<file path="config.mk">
export PLATFORM = sky130hd
export DESIGN_NAME = cache_ctrl_wb
export DESIGN_NICKNAME = d
export VERILOG_FILES = /design/src/rtl/cache_ctrl_wb_pkg.sv /design/src/rtl/cache_ctrl_wb_mem_wait_ctr.sv /design/src/rtl/cache_ctrl_wb.sv
export SDC_FILE = /design/constraint.sdc
export NUM_CORES = 1
export LEC_CHECK = 0
export ABC_AREA = 1
export BUFFER_PORTS_ARGS = -buffer_cell sky130_fd_sc_hd__buf_2
export CAP_MARGIN = 25
export CORE_AREA = 2 2 52 54
export CTS_CLUSTER_SIZE = 16
export DETAILED_ROUTE_END_ITERATION = 8
export DIE_AREA = 0 0 54 56
export PLACE_DENSITY = 0.73
export SYNTH_ARGS = -nofsm -noshare
export SYNTH_HDL_FRONTEND = slang
export SYNTH_HIERARCHICAL = 1
export SYNTH_SLANG_ARGS = --single-unit
</file>
<file path="constraint.sdc">
create_clock -name clk -period 3.05 [get_ports clk]
set_clock_uncertainty 0.1 [all_clocks]
set_input_delay 0.61 -clock clk [delete_from_list [all_inputs] [get_ports clk]]
set_output_delay 0.61 -clock clk [all_outputs]
set_load 0.02 [all_outputs]
</file>
<file path="src/rtl/cache_ctrl_wb_pkg.sv">
// Shared types and helpers for the write-back, write-allocate cache controller.
package cache_pkg;

   typedef enum logic [2:0] {
      ST_IDLE,
      ST_LOOKUP,
      ST_WB_REQ,
      ST_WB_WAIT,
      ST_FILL_REQ,
      ST_FILL_WAIT
   } cache_state_t;

   localparam logic MRW_WRITE = 1'b1;
   localparam logic MRW_READ  = 1'b0;

   typedef struct packed {
      logic dready;
      logic w;
      logic dset;
      logic mstrobe;
      logic mrw;
      logic rsel;
      logic wsel;
      logic vicsel;
   } ctrl_out_t;

   function automatic int unsigned idx_width(input int unsigned words);
      return (words > 1) ? $clog2(words) : 1;
   endfunction

endpackage

</file>
<file path="src/rtl/cache_ctrl_wb_mem_wait_ctr.sv">
// Loadable down-counter for memory wait states; last flags the final wait cycle.
module mem_wait_ctr #(
   parameter int unsigned CTR_W = 8
) (
   input  logic             clk,
   input  logic             reset_n,
   input  logic             load,
   input  logic [CTR_W-1:0] value,
   output logic             last
);

   logic [CTR_W-1:0] count;

   always_ff @(posedge clk or negedge reset_n) begin
      if (!reset_n) begin
         count <= '0;
      end else if (load) begin
         count <= value;
      end else if (count != '0) begin
         count <= count - CTR_W'(1);
      end
   end

   assign last = (count == CTR_W'(1));

endmodule

</file>
<file path="src/rtl/cache_ctrl_wb.sv">
// Write-back, write-allocate controller for the direct-mapped data cache.
// Optional statistics counters are enabled with `define CACHE_STATS_EN.
module cache_ctrl_wb
   import cache_pkg::*;
#(
   parameter int unsigned MEM_LAT    = 4,
   parameter int unsigned LINE_WORDS = 4,
   parameter int unsigned CTR_W      = 8
) (
   input  logic                                clk,
   input  logic                                reset_n,
   input  logic                                Strobe,
   input  logic                                DRW,
   input  logic                                M,
   input  logic                                V,
   input  logic                                D,
   output logic                                DReady,
   output logic                                W,
   output logic                                DSet,
   output logic                                MStrobe,
   output logic                                MRW,
   output logic                                RSel,
   output logic                                WSel,
   output logic                                VicSel,
   output logic [idx_width(LINE_WORDS)-1:0]    WordIdx
`ifdef CACHE_STATS_EN
   ,
   output logic [31:0]                         HitCnt,
   output logic [31:0]                         MissCnt,
   output logic [31:0]                         WbCnt
`endif
);

   localparam int unsigned IDX_W = idx_width(LINE_WORDS);

   cache_state_t state, nxt;
   ctrl_out_t    ctl;
   logic         req_write;
   logic         idx_clr, idx_inc, ctr_load, ctr_last, last_word;

   mem_wait_ctr #(.CTR_W(CTR_W)) u_wait (
      .clk     (clk),
      .reset_n (reset_n),
      .load    (ctr_load),
      .value   (CTR_W'(MEM_LAT)),
      .last    (ctr_last)
   );

   assign last_word = (WordIdx == IDX_W'(LINE_WORDS - 1));

   always_ff @(posedge clk or negedge reset_n) begin
      if (!reset_n) begin
         state     <= ST_IDLE;
         req_write <= 1'b0;
         WordIdx   <= '0;
      end else begin
         state <= nxt;
         if (state == ST_IDLE && Strobe)
            req_write <= DRW;
         if (idx_clr)
            WordIdx <= '0;
         else if (idx_inc)
            WordIdx <= WordIdx + IDX_W'(1);
      end
   end

   always_comb begin
      nxt      = state;
      ctl      = '0;
      idx_clr  = 1'b0;
      idx_inc  = 1'b0;
      ctr_load = 1'b0;
      case (state)
         ST_IDLE: begin
            if (Strobe)
               nxt = ST_LOOKUP;
         end
         ST_LOOKUP: begin
            if (M && V) begin
               ctl.dready = 1'b1;
               ctl.w      = req_write;
               ctl.dset   = req_write;
               nxt        = ST_IDLE;
            end else begin
               idx_clr = 1'b1;
               nxt     = (V && D) ? ST_WB_REQ : ST_FILL_REQ;
            end
         end
         ST_WB_REQ: begin
            ctl.mstrobe = 1'b1;
            ctl.mrw     = MRW_WRITE;
            ctl.wsel    = 1'b1;
            ctl.vicsel  = 1'b1;
            ctr_load    = 1'b1;
            nxt         = ST_WB_WAIT;
         end
         ST_WB_WAIT: begin
            ctl.mrw    = MRW_WRITE;
            ctl.wsel   = 1'b1;
            ctl.vicsel = 1'b1;
            if (ctr_last) begin
               if (last_word) begin
                  idx_clr = 1'b1;
                  nxt     = ST_FILL_REQ;
               end else begin
                  idx_inc = 1'b1;
                  nxt     = ST_WB_REQ;
               end
            end
         end
         ST_FILL_REQ: begin
            ctl.mstrobe = 1'b1;
            ctl.mrw     = MRW_READ;
            ctr_load    = 1'b1;
            nxt         = ST_FILL_WAIT;
         end
         ST_FILL_WAIT: begin
            if (ctr_last) begin
               ctl.w    = 1'b1;
               ctl.rsel = 1'b1;
               if (last_word) begin
                  idx_clr = 1'b1;
                  nxt     = ST_LOOKUP;
               end else begin
                  idx_inc = 1'b1;
                  nxt     = ST_FILL_REQ;
               end
            end
         end
         default: nxt = ST_IDLE;
      endcase
   end

   assign {DReady, W, DSet, MStrobe, MRW, RSel, WSel, VicSel} = ctl;

`ifdef CACHE_STATS_EN
   // retry marks the LOOKUP that follows a completed fill, so its hit is not counted.
   logic retry;
   logic hit_ev, miss_ev, wb_ev;

   assign hit_ev  = (state == ST_LOOKUP) && M && V && !retry;
   assign miss_ev = (state == ST_LOOKUP) && !(M && V);
   assign wb_ev   = (state == ST_LOOKUP) && (nxt == ST_WB_REQ);

   always_ff @(posedge clk or negedge reset_n) begin
      if (!reset_n) begin
         retry   <= 1'b0;
         HitCnt  <= '0;
         MissCnt <= '0;
         WbCnt   <= '0;
      end else begin
         retry <= (state == ST_FILL_WAIT) && (nxt == ST_LOOKUP);
         if (hit_ev && HitCnt != '1)
            HitCnt <= HitCnt + 32'd1;
         if (miss_ev && MissCnt != '1)
            MissCnt <= MissCnt + 32'd1;
         if (wb_ev && WbCnt != '1)
            WbCnt <= WbCnt + 32'd1;
      end
   end
`endif

endmodule

</file>
# Word-level counts from Yosys, hierarchy flattened
# Index checks and enable logic that the tools add are counted.
# word_totals
regBits,14
word_cells,55
# classes
add_sub_neg,2
eq_ne,10
n_mux,28
reduce_logical,11
# op_table
operator,count
2-to-1 mux 3 bit,8
one-hot mux 3 bit (6 select lines),1
2-to-1 mux 8 bit,2
2-to-1 mux 1 bit,12
equality test 8 x 1 -> 1 bit (second input constant),1
nonzero test 8 bit,1
subtractor 8 x 1 -> 8 bit (second input constant),1
equality test 3 x 2 -> 1 bit (second input constant),2
equality test 3 bit (second input constant),2
2-to-1 mux 2 bit,3
inequality test 2 bit (second input constant),3
OR reduction 2 bit,3
one-hot mux 1 bit (2 select lines),2
nonzero test 2 bit,2
equality test 3 x 1 -> 1 bit (second input constant),1
logical AND 1 bit,3
zero test 3 bit,1
AND reduction 3 bit,1
adder 2 x 1 -> 2 bit (second input constant),1
equality test 2 bit (second input constant),1

# Logic depth before layout (Yosys ltp)
# Gate-level depths: netlist of the first run.
# depth
ltp_word,6
mapped_depth,9
depth_no_buf,9

# Cells and area by module
# Netlist of the first run, hierarchy kept.
# modules_own_cells
mod,n_inst,cells_per_inst,area_each_um2
mem_wait_ctr,1,80,623.1
cache_ctrl_wb,1,74,484.2

# Worst setup path after synthesis of the first run
# OpenSTA, ideal clock, no wires.
# synth_path
kind,register to output
start,register u_wait.count[1]
end,output port W
t_arrival_ps,1430
t_required_ps,2340
slack_ps,910
stages_incl_launch_ff,7
n_path_buf,0
path_cell_list,dfrtp_1 inv_1 ha_1 nand2_1 nor2_1 inv_1 o21ai_0
# synth_via
elab_chain_cells,3
# synth_rtl
item,line_no,source
from (decl),cache_ctrl_wb_mem_wait_ctr.sv:12,logic [CTR_W-1:0] count;
from (signal assigned),cache_ctrl_wb_mem_wait_ctr.sv:18,count <= value;
from (signal assigned),cache_ctrl_wb_mem_wait_ctr.sv:20,count <= count - CTR_W'(1);
equality test 8 x 1 -> 1 bit,cache_ctrl_wb_mem_wait_ctr.sv:24,assign last = (count == CTR_W'(1));
named net ctr_last,cache_ctrl_wb.sv:39,"logic idx_clr, idx_inc, ctr_load, ctr_last, last_word;"
2-to-1 mux 1 bit,cache_ctrl_wb.sv:118,if (ctr_last) begin
one-hot mux 1 bit (2 select lines),cache_ctrl_wb.sv:73,case (state)
to (decl),cache_ctrl_wb.sv:18,"output logic W,"
# The timed path passes the listed nets, and every way through them passes these cells.

# Worst setup path after layout of the first run
# Same ends and word-level chain as after synthesis.

==> metrics.csv, run 1 <==
stage,metric,value,unit
yosys,netlist_area,1110,um2
final_layout,fin_nets,190,
setup_path,crit_type,reg -> out,
yosys,synth_compound_area_frac,0.105,
route,drcViolationCount,0,
yosys,postSynthRegisterBits,14,
clocking,holdBufCountCts,0,
final_layout,syn2layout_area_growth,13.6,%
route,wl,2.38,mm
power,intPower,0.581,mW
floorplanning,fp-row-count,18,
place,postPlaceCellArea,1220,um2
place,port_buffers,16,
setup_path,critPathLaunch,u_wait/count[1]$_DFFE_PN0P_,
clocking,h-tree-depth,1,
floorplanning,ios,17,
yosys,synthSimpleGateAreaFrac,0.406,
grt,grt_max_degree,15,
route,wl_per_cell,11.5,um
clocking,root_buffer,clkbuf_4,
power,net-switching-power,0.626,mW
sta,timing.final.max_slew_violations,0,
yosys,synthCells,154,
floorplanning,coreArea,2430,um2
final_layout,stdcell_area,1260,um2
setup_path,crit_required,2340,ps
power,ir_worst_vdd,0.000495,V
status,status,completed,
power,leakage,0.714,nW
floorplanning,die_w,54,um
clocking,cts.sinks,14,
yosys,synthXorXnorAreaFrac,0,
yosys,syn_area_per_cell,7.19,um2
yosys,synth_top_family_by_area,simple AND/OR/NAND/NOR gates,
final_layout,drive_gt1_frac,0.249,
setup_path,ff2ff_path_depth,9,
route,drt-pass1-iter-count,4,
setup_path,path_buf_inv,3,
setup_path,worstReg2RegEnd,u_wait/count[1]$_DFFE_PN0P_,
setup_path,slowest_delay,390,ps
setup_path,path_cells,inv_1 > ha_1 > nand2_1 > nor2_1 > inv_1 > o21ai_0 > buf_2,
sta,holdWs,105,ps
setup_path,path_max_fanout,7,
final_layout,mostFrequentLayoutCells,"nand2_1, inv_1, nor2_1",
grt,track_usage,0.181,
setup_path,crit_path_start_kind,flip-flop,
flow_run,cap_violations,0,
sta,fin_crit_sh,0.786,
floorplanning,die_area,3020,um2
route,dr_total_vias,1007,
power,clock_power_share,0.116,
final_layout,final_common_cell,nand2_1,
yosys,ys_types,27,
setup_path,worst_path_dominant_cell_family,buffers and inverters,
clocking,path_clk_slew,100,ps
setup_path,crit_path_frequent_cell,inv_1,
clocking,numCtsBuffers,3,
route,drtIter0Drc,33,
sta,min_period,2400,ps
final_layout,diodes,0,
clocking,cts_buffer_depth,2,
clocking,cts_resized,0,
floorplanning,die_h,56,um
power,combPwrFrac,0.581,
setup_path,rrSetupSlack,1200,ps
power,power_density,960,nW/um2
sta,tns,0,ps
yosys,synthMuxAreaShare,0,
clocking,cts_tree,built,
setup_path,slowest_stage,dfrtp_1,
setup_path,cp-end-kind,output port,
grt,antenna_found_initial,0,
hold_path,hold_path_class,in -> async,
final_layout,n_fill_cell,250,
clocking,post_cts_buffers,0,
grt,grt_first_pass_wirelength,4.10,mm
yosys,ys_seq_area_frac,0.316,
sta,max_freq,417,MHz
place,gp_congestion,0.874,
grt,grt_pass1_vias,965,
place,hpwl,1.85,mm
setup_path,worstPathArrival,1690,ps
sta,rsz0062_at_grt,no,
final_layout,final_util,0.517,
sta,hold_violations,0,
grt,grt_overflow,0,
route,drtAntennaViolNets,0,
power,power_switching_share,0.518,
clocking,insertion_delay,280,ps
floorplanning,initial_utilization,0.455,
yosys,yosys.area_share.adder,0.0565,
power,seq_power_share,0.302,
yosys,yosys_warnings,6,
sta,setup_viol,0,
setup_path,crit-reg2reg-launch,state[0]$_DFFE_PN0P_,
route,routed_via_density,4.86,
setup_path,cp.depth,7,
==> cell families after synthesis <==
family	Yosys count
simple gates	87
other cells	2
fa+ha+maj	5
flops	14
compound gates	19
buf+inv	27
==> state kept, by name, indices dropped and copies added, names as in the netlist <==
signal,count
state,3
req_write,1
WordIdx,2
u_wait/count,8
==> synthesized netlist by cell type (all sizes together) <==
cell,count,share of area
conb,2,0.0068
nand3b,1,0.0068
dfrtp,14,0.32
buf,3,0.024
nand2,41,0.15
nor3,2,0.014
ha,5,0.056
nand4,3,0.017
nor2,24,0.11
o31ai,1,0.0068
o21ai,11,0.063
a21oi,7,0.035
nand3,16,0.099
inv,24,0.086
==> per-layer routing <==
layer  part of all wire  global-route usage  up-vias  wire length (um)
li1                   -                   -      525                 -
met1               0.45               0.245      458              1060
met2               0.50               0.291       24              1200
met3              0.050              0.0323        0               120
met4                  0              0.0500        0                 0
met5                  0                   0        -                 0
==> cell type report <==
type                       count  area (um2)  area share
clock buffer                   4        36.3      0.0289
timing repair buffer          16        80.1      0.0637
inverter                      24        95.1      0.0756
sequential                    14         350       0.279
multi-input combinational    119         658       0.523
tap                           30        37.5      0.0299
==> power groups by stage <==
stage,logic (mW),clock network [mW],registers [mW]
2_1_floorplan,0.599,0,0.344
3_3_place_gp,0.678,0,0.360
3_5_place_dp,0.700,0,0.368
4_1_cts,0.706,0.143,0.364
5_1_grt,0.796,0.153,0.376
6_report,0.702,0.140,0.365
==> stage by stage <==
step	cells	total power, mW	worst slack (ps)
2_1_floorplan	160	0.944	910
3_3_place_gp	203	1.04	1030
3_5_place_dp	203	1.07	980
4_1_cts	207	1.21	649
5_1_grt	207	1.32	515
6_report	207	1.21	651
==> worst max path at each step <==
| stage | end | slack, ps |
|---|---|---|
| 2_1_floorplan | W | 910 |
| 3_3_place_gp | W | 1030 |
| 3_5_place_dp | W | 980 |
| 4_1_cts | W | 650 |
| 5_1_grt | W | 510 |
| 6_report | W | 650 |
Note: power is estimated with default switching activity, not from simulation.
==> run 2, diff against run 1 <==
ABC_AREA = 0   (was 1)
CORE_AREA = 2 2 50 52   (was 2 2 52 54)
DIE_AREA = 0 0 52 54   (was 0 0 54 56)
PLACE_DENSITY = 0.75   (was 0.73)
clock period = 2.3 ns   (was 3.05 ns; I/O delays follow)
==> run 2 against run 1 <==
  * Flip-flop and latch count unchanged
  * Register-to-register slack got worse by 1100 ps
  * Cell area rose by 4.0%
  * Critical path depth shrank 1
  * Power rose by 35%
  * Critical path type unchanged
==> metrics.csv, run 2 <==
stage,metric,value,unit
status,status,completed,
floorplanning,die_area,2810,um2
final_layout,final_util,0.564,
sta,timing.final.max_slew_violations,0,
grt,grt_overflow,0,
floorplanning,initial_utilization,0.451,
clocking,path_clk_slew,90,ps
route,drtAntennaViolNets,0,
final_layout,regMostFlops,u_wait/count,
setup_path,worstPathArrival,1730,ps
yosys,synth_common_cells,"dfrtp_1, inv_1, nand2_1",
setup_path,path_max_fanout,2,
clocking,cts.sinks,14,
place,hpwl,1.57,mm
place,dp.cells,164,
yosys,yosys.area_share.adder,0.0598,
floorplanning,ios,17,
grt,track_usage,0.171,
sta,tightestPinTransition,504,ps
final_layout,layoutNonFillerInstCount,177,
yosys,syn_area_per_cell,8.86,um2
yosys,yosysMostFrequentCell,dfrtp_1,
yosys,yosys_warnings,6,
sta,fin_crit_sh,0.994,
sta,setup_viol,0,
setup_path,ff2ff_path_depth,7,
yosys,synthCells,118,
yosys,ys.flop_type,dfrtp_1,
final_layout,drive_gt1_frac,0.299,
yosys,synth_top_family_by_area,simple AND/OR/NAND/NOR gates,
setup_path,crit_required,1740,ps
yosys,synth_top_area_share,0.335,
yosys,synth_top_cell_by_area,dfrtp_1,
setup_path,cp-end-kind,output port,
final_layout,top_regs,"u_wait/count: 8 flops, state: 3 flops, WordIdx: 2 flops",
final_layout,final_common_cell,buf_2,
clocking,h-tree-depth,1,
setup_path,slowest_delay,400,ps
sta,hold_violations,0,
sta,relSlewSlack,0.659,
final_layout,syn2layout_area_growth,25.0,%
sta,rsz0062_at_grt,yes,
setup_path,crit_type,reg -> out,
setup_path,slowest_stage,dfrtp_1,
yosys,synthXorXnorAreaFrac,0.0323,
route,drt-pass1-iter-count,6,
setup_path,crit_path_start_kind,flip-flop,
grt,grt_max_degree,18,
yosys,synthSimpleGateAreaFrac,0.251,
route,wl,2.25,mm
hold_path,hold_depth,2,
final_layout,diodes,0,
power,ir_worst_vdd,0.000711,V
place,gp_congestion,0.817,
flow_run,cap_violations,0,
clocking,insertion_delay,290,ps
yosys,ys_types,46,
yosys,synthTopCellsByArea,"dfrtp_1, ha_1, inv_1, nand2_1, o21ai_0",
yosys,postSynthRegisterBits,14,
clocking,cts_tree,built,
route,routed_via_density,5.41,
grt,antenna_found_initial,0,
grt,grt_pass1_vias,857,
floorplanning,coreArea,2320,um2
route,drtIter0Drc,23,
floorplanning,die_h,54,um
yosys,synthMuxAreaShare,0.0108,
final_layout,largest_reg_flops,8,
yosys,synth-edff-count,0,
clocking,numCtsBuffers,3,
yosys,ys_seq_area_frac,0.335,
floorplanning,die_w,52,um
floorplanning,fp-row-count,18,
place,port_buffers,16,
clocking,root_buffer,clkbuf_4,
grt,grt_first_pass_wirelength,3.60,mm
route,dr_total_vias,958,
clocking,cts_buffer_depth,2,
setup_path,path_cells,or3_4 > nor4_4 > nand2_2 > nor2_4 > or2_4 > buf_6,
yosys,async_flop_share,1.00,
route,wl_per_cell,12.7,um
route,drcViolationCount,0,
yosys,synth_compound_area_frac,0.203,
final_layout,fin_nets,160,
hold_path,hold_path_class,in -> reg,
power,power_density,1240,nW/um2
yosys,netlist_area,1050,um2
sta,max_freq,437,MHz
power,total_power,1.62,mW
final_layout,mostFrequentLayoutCells,"buf_2, dfrtp_1, buf_4",
power,leakage,0.599,nW
sta,min_period,2290,ps
==> run 2: kinds of logic (layout without fill, tap and decap cells) <==
| group | Yosys count | count (layout) |
|---|---|---|
| adder cells (fa/ha/maj) | 5 | 5 |
| AO/OA/AOI/OAI | 30 | 30 |
| XOR/XNOR | 3 | 3 |
| other | 2 | 8 |
| AND/OR/NAND/NOR | 43 | 43 |
| buffers and inverters | 20 | 43 |
| flip-flops | 14 | 14 |
| multiplexers | 1 | 1 |
==> run 2: power breakdown <==
group          switching [mW]  leakage, nW  internal (mW)
combinational           0.463        0.406          0.443
sequential              0.180        0.172          0.356
clock                  0.0846       0.0210         0.0964
total                   0.728        0.599          0.896
==> run 2: through the flow <==
step                      TNS [ps]  hold WS, ps  cell area [um2]  setup slack [ps]
after floorplan                  0         64.4             1080              73.8
after global placement           0          272             1160               200
after detailed placement         0          273             1160               109
after CTS                    -44.7          280             1260             -44.7
after global routing          -129          290             1310             -91.2
final                            0          276             1310              13.5
==> run 2: worst max-delay path, delay by kind of cell (launching register included) <==
family / cells / cell delay, ps
AND/OR/NAND/NOR: 5 / 930
flip-flops: 1 / 400
buffers and inverters: 1 / 100
==> run 2: worst paths after layout <==
kind                                              from                     endpoint  slack [ps]
max in group asynchronous                      reset_n       WordIdx[1]$_DFFE_PN0P_        1370
max                        u_wait/count[4]$_DFFE_PN0P_                            W          10
min in group asynchronous                      reset_n  u_wait/count[7]$_DFFE_PN0P_         480
min reg2reg                      req_write$_DFFE_PN0P_        req_write$_DFFE_PN0P_         390
max reg2reg                u_wait/count[4]$_DFFE_PN0P_       WordIdx[1]$_DFFE_PN0P_         140
min                                                DRW        req_write$_DFFE_PN0P_         280
==> run 2: timing repair <==
action                                 in CTS  in global routing
resized for setup                           4                  4
setup endpoints to repair                   2                  3
endpoints found under the hold margin      14                  0
pin swaps                                   4                  3
setup buffers                               4                  4
hold buffers                                1                  0
gates cloned                                0                  0
==> run 2: area by class of cell <==
type | instances | area (um2)
fill | 212 | 1010
tap | 30 | 37.5
clock buffer | 4 | 36.3
inverter | 11 | 41.3
sequential | 14 | 350
multi-input combinational | 90 | 663
timing repair buffer | 28 | 179
==> run 2: metal layers <==
metal	global-route usage	share of wire	vias to the layer above
met3	0.0167	0.042	2
met5	0	0	-
met1	0.194	0.41	456
met4	0.0526	0.0093	0
met2	0.335	0.54	29
li1	-	-	471
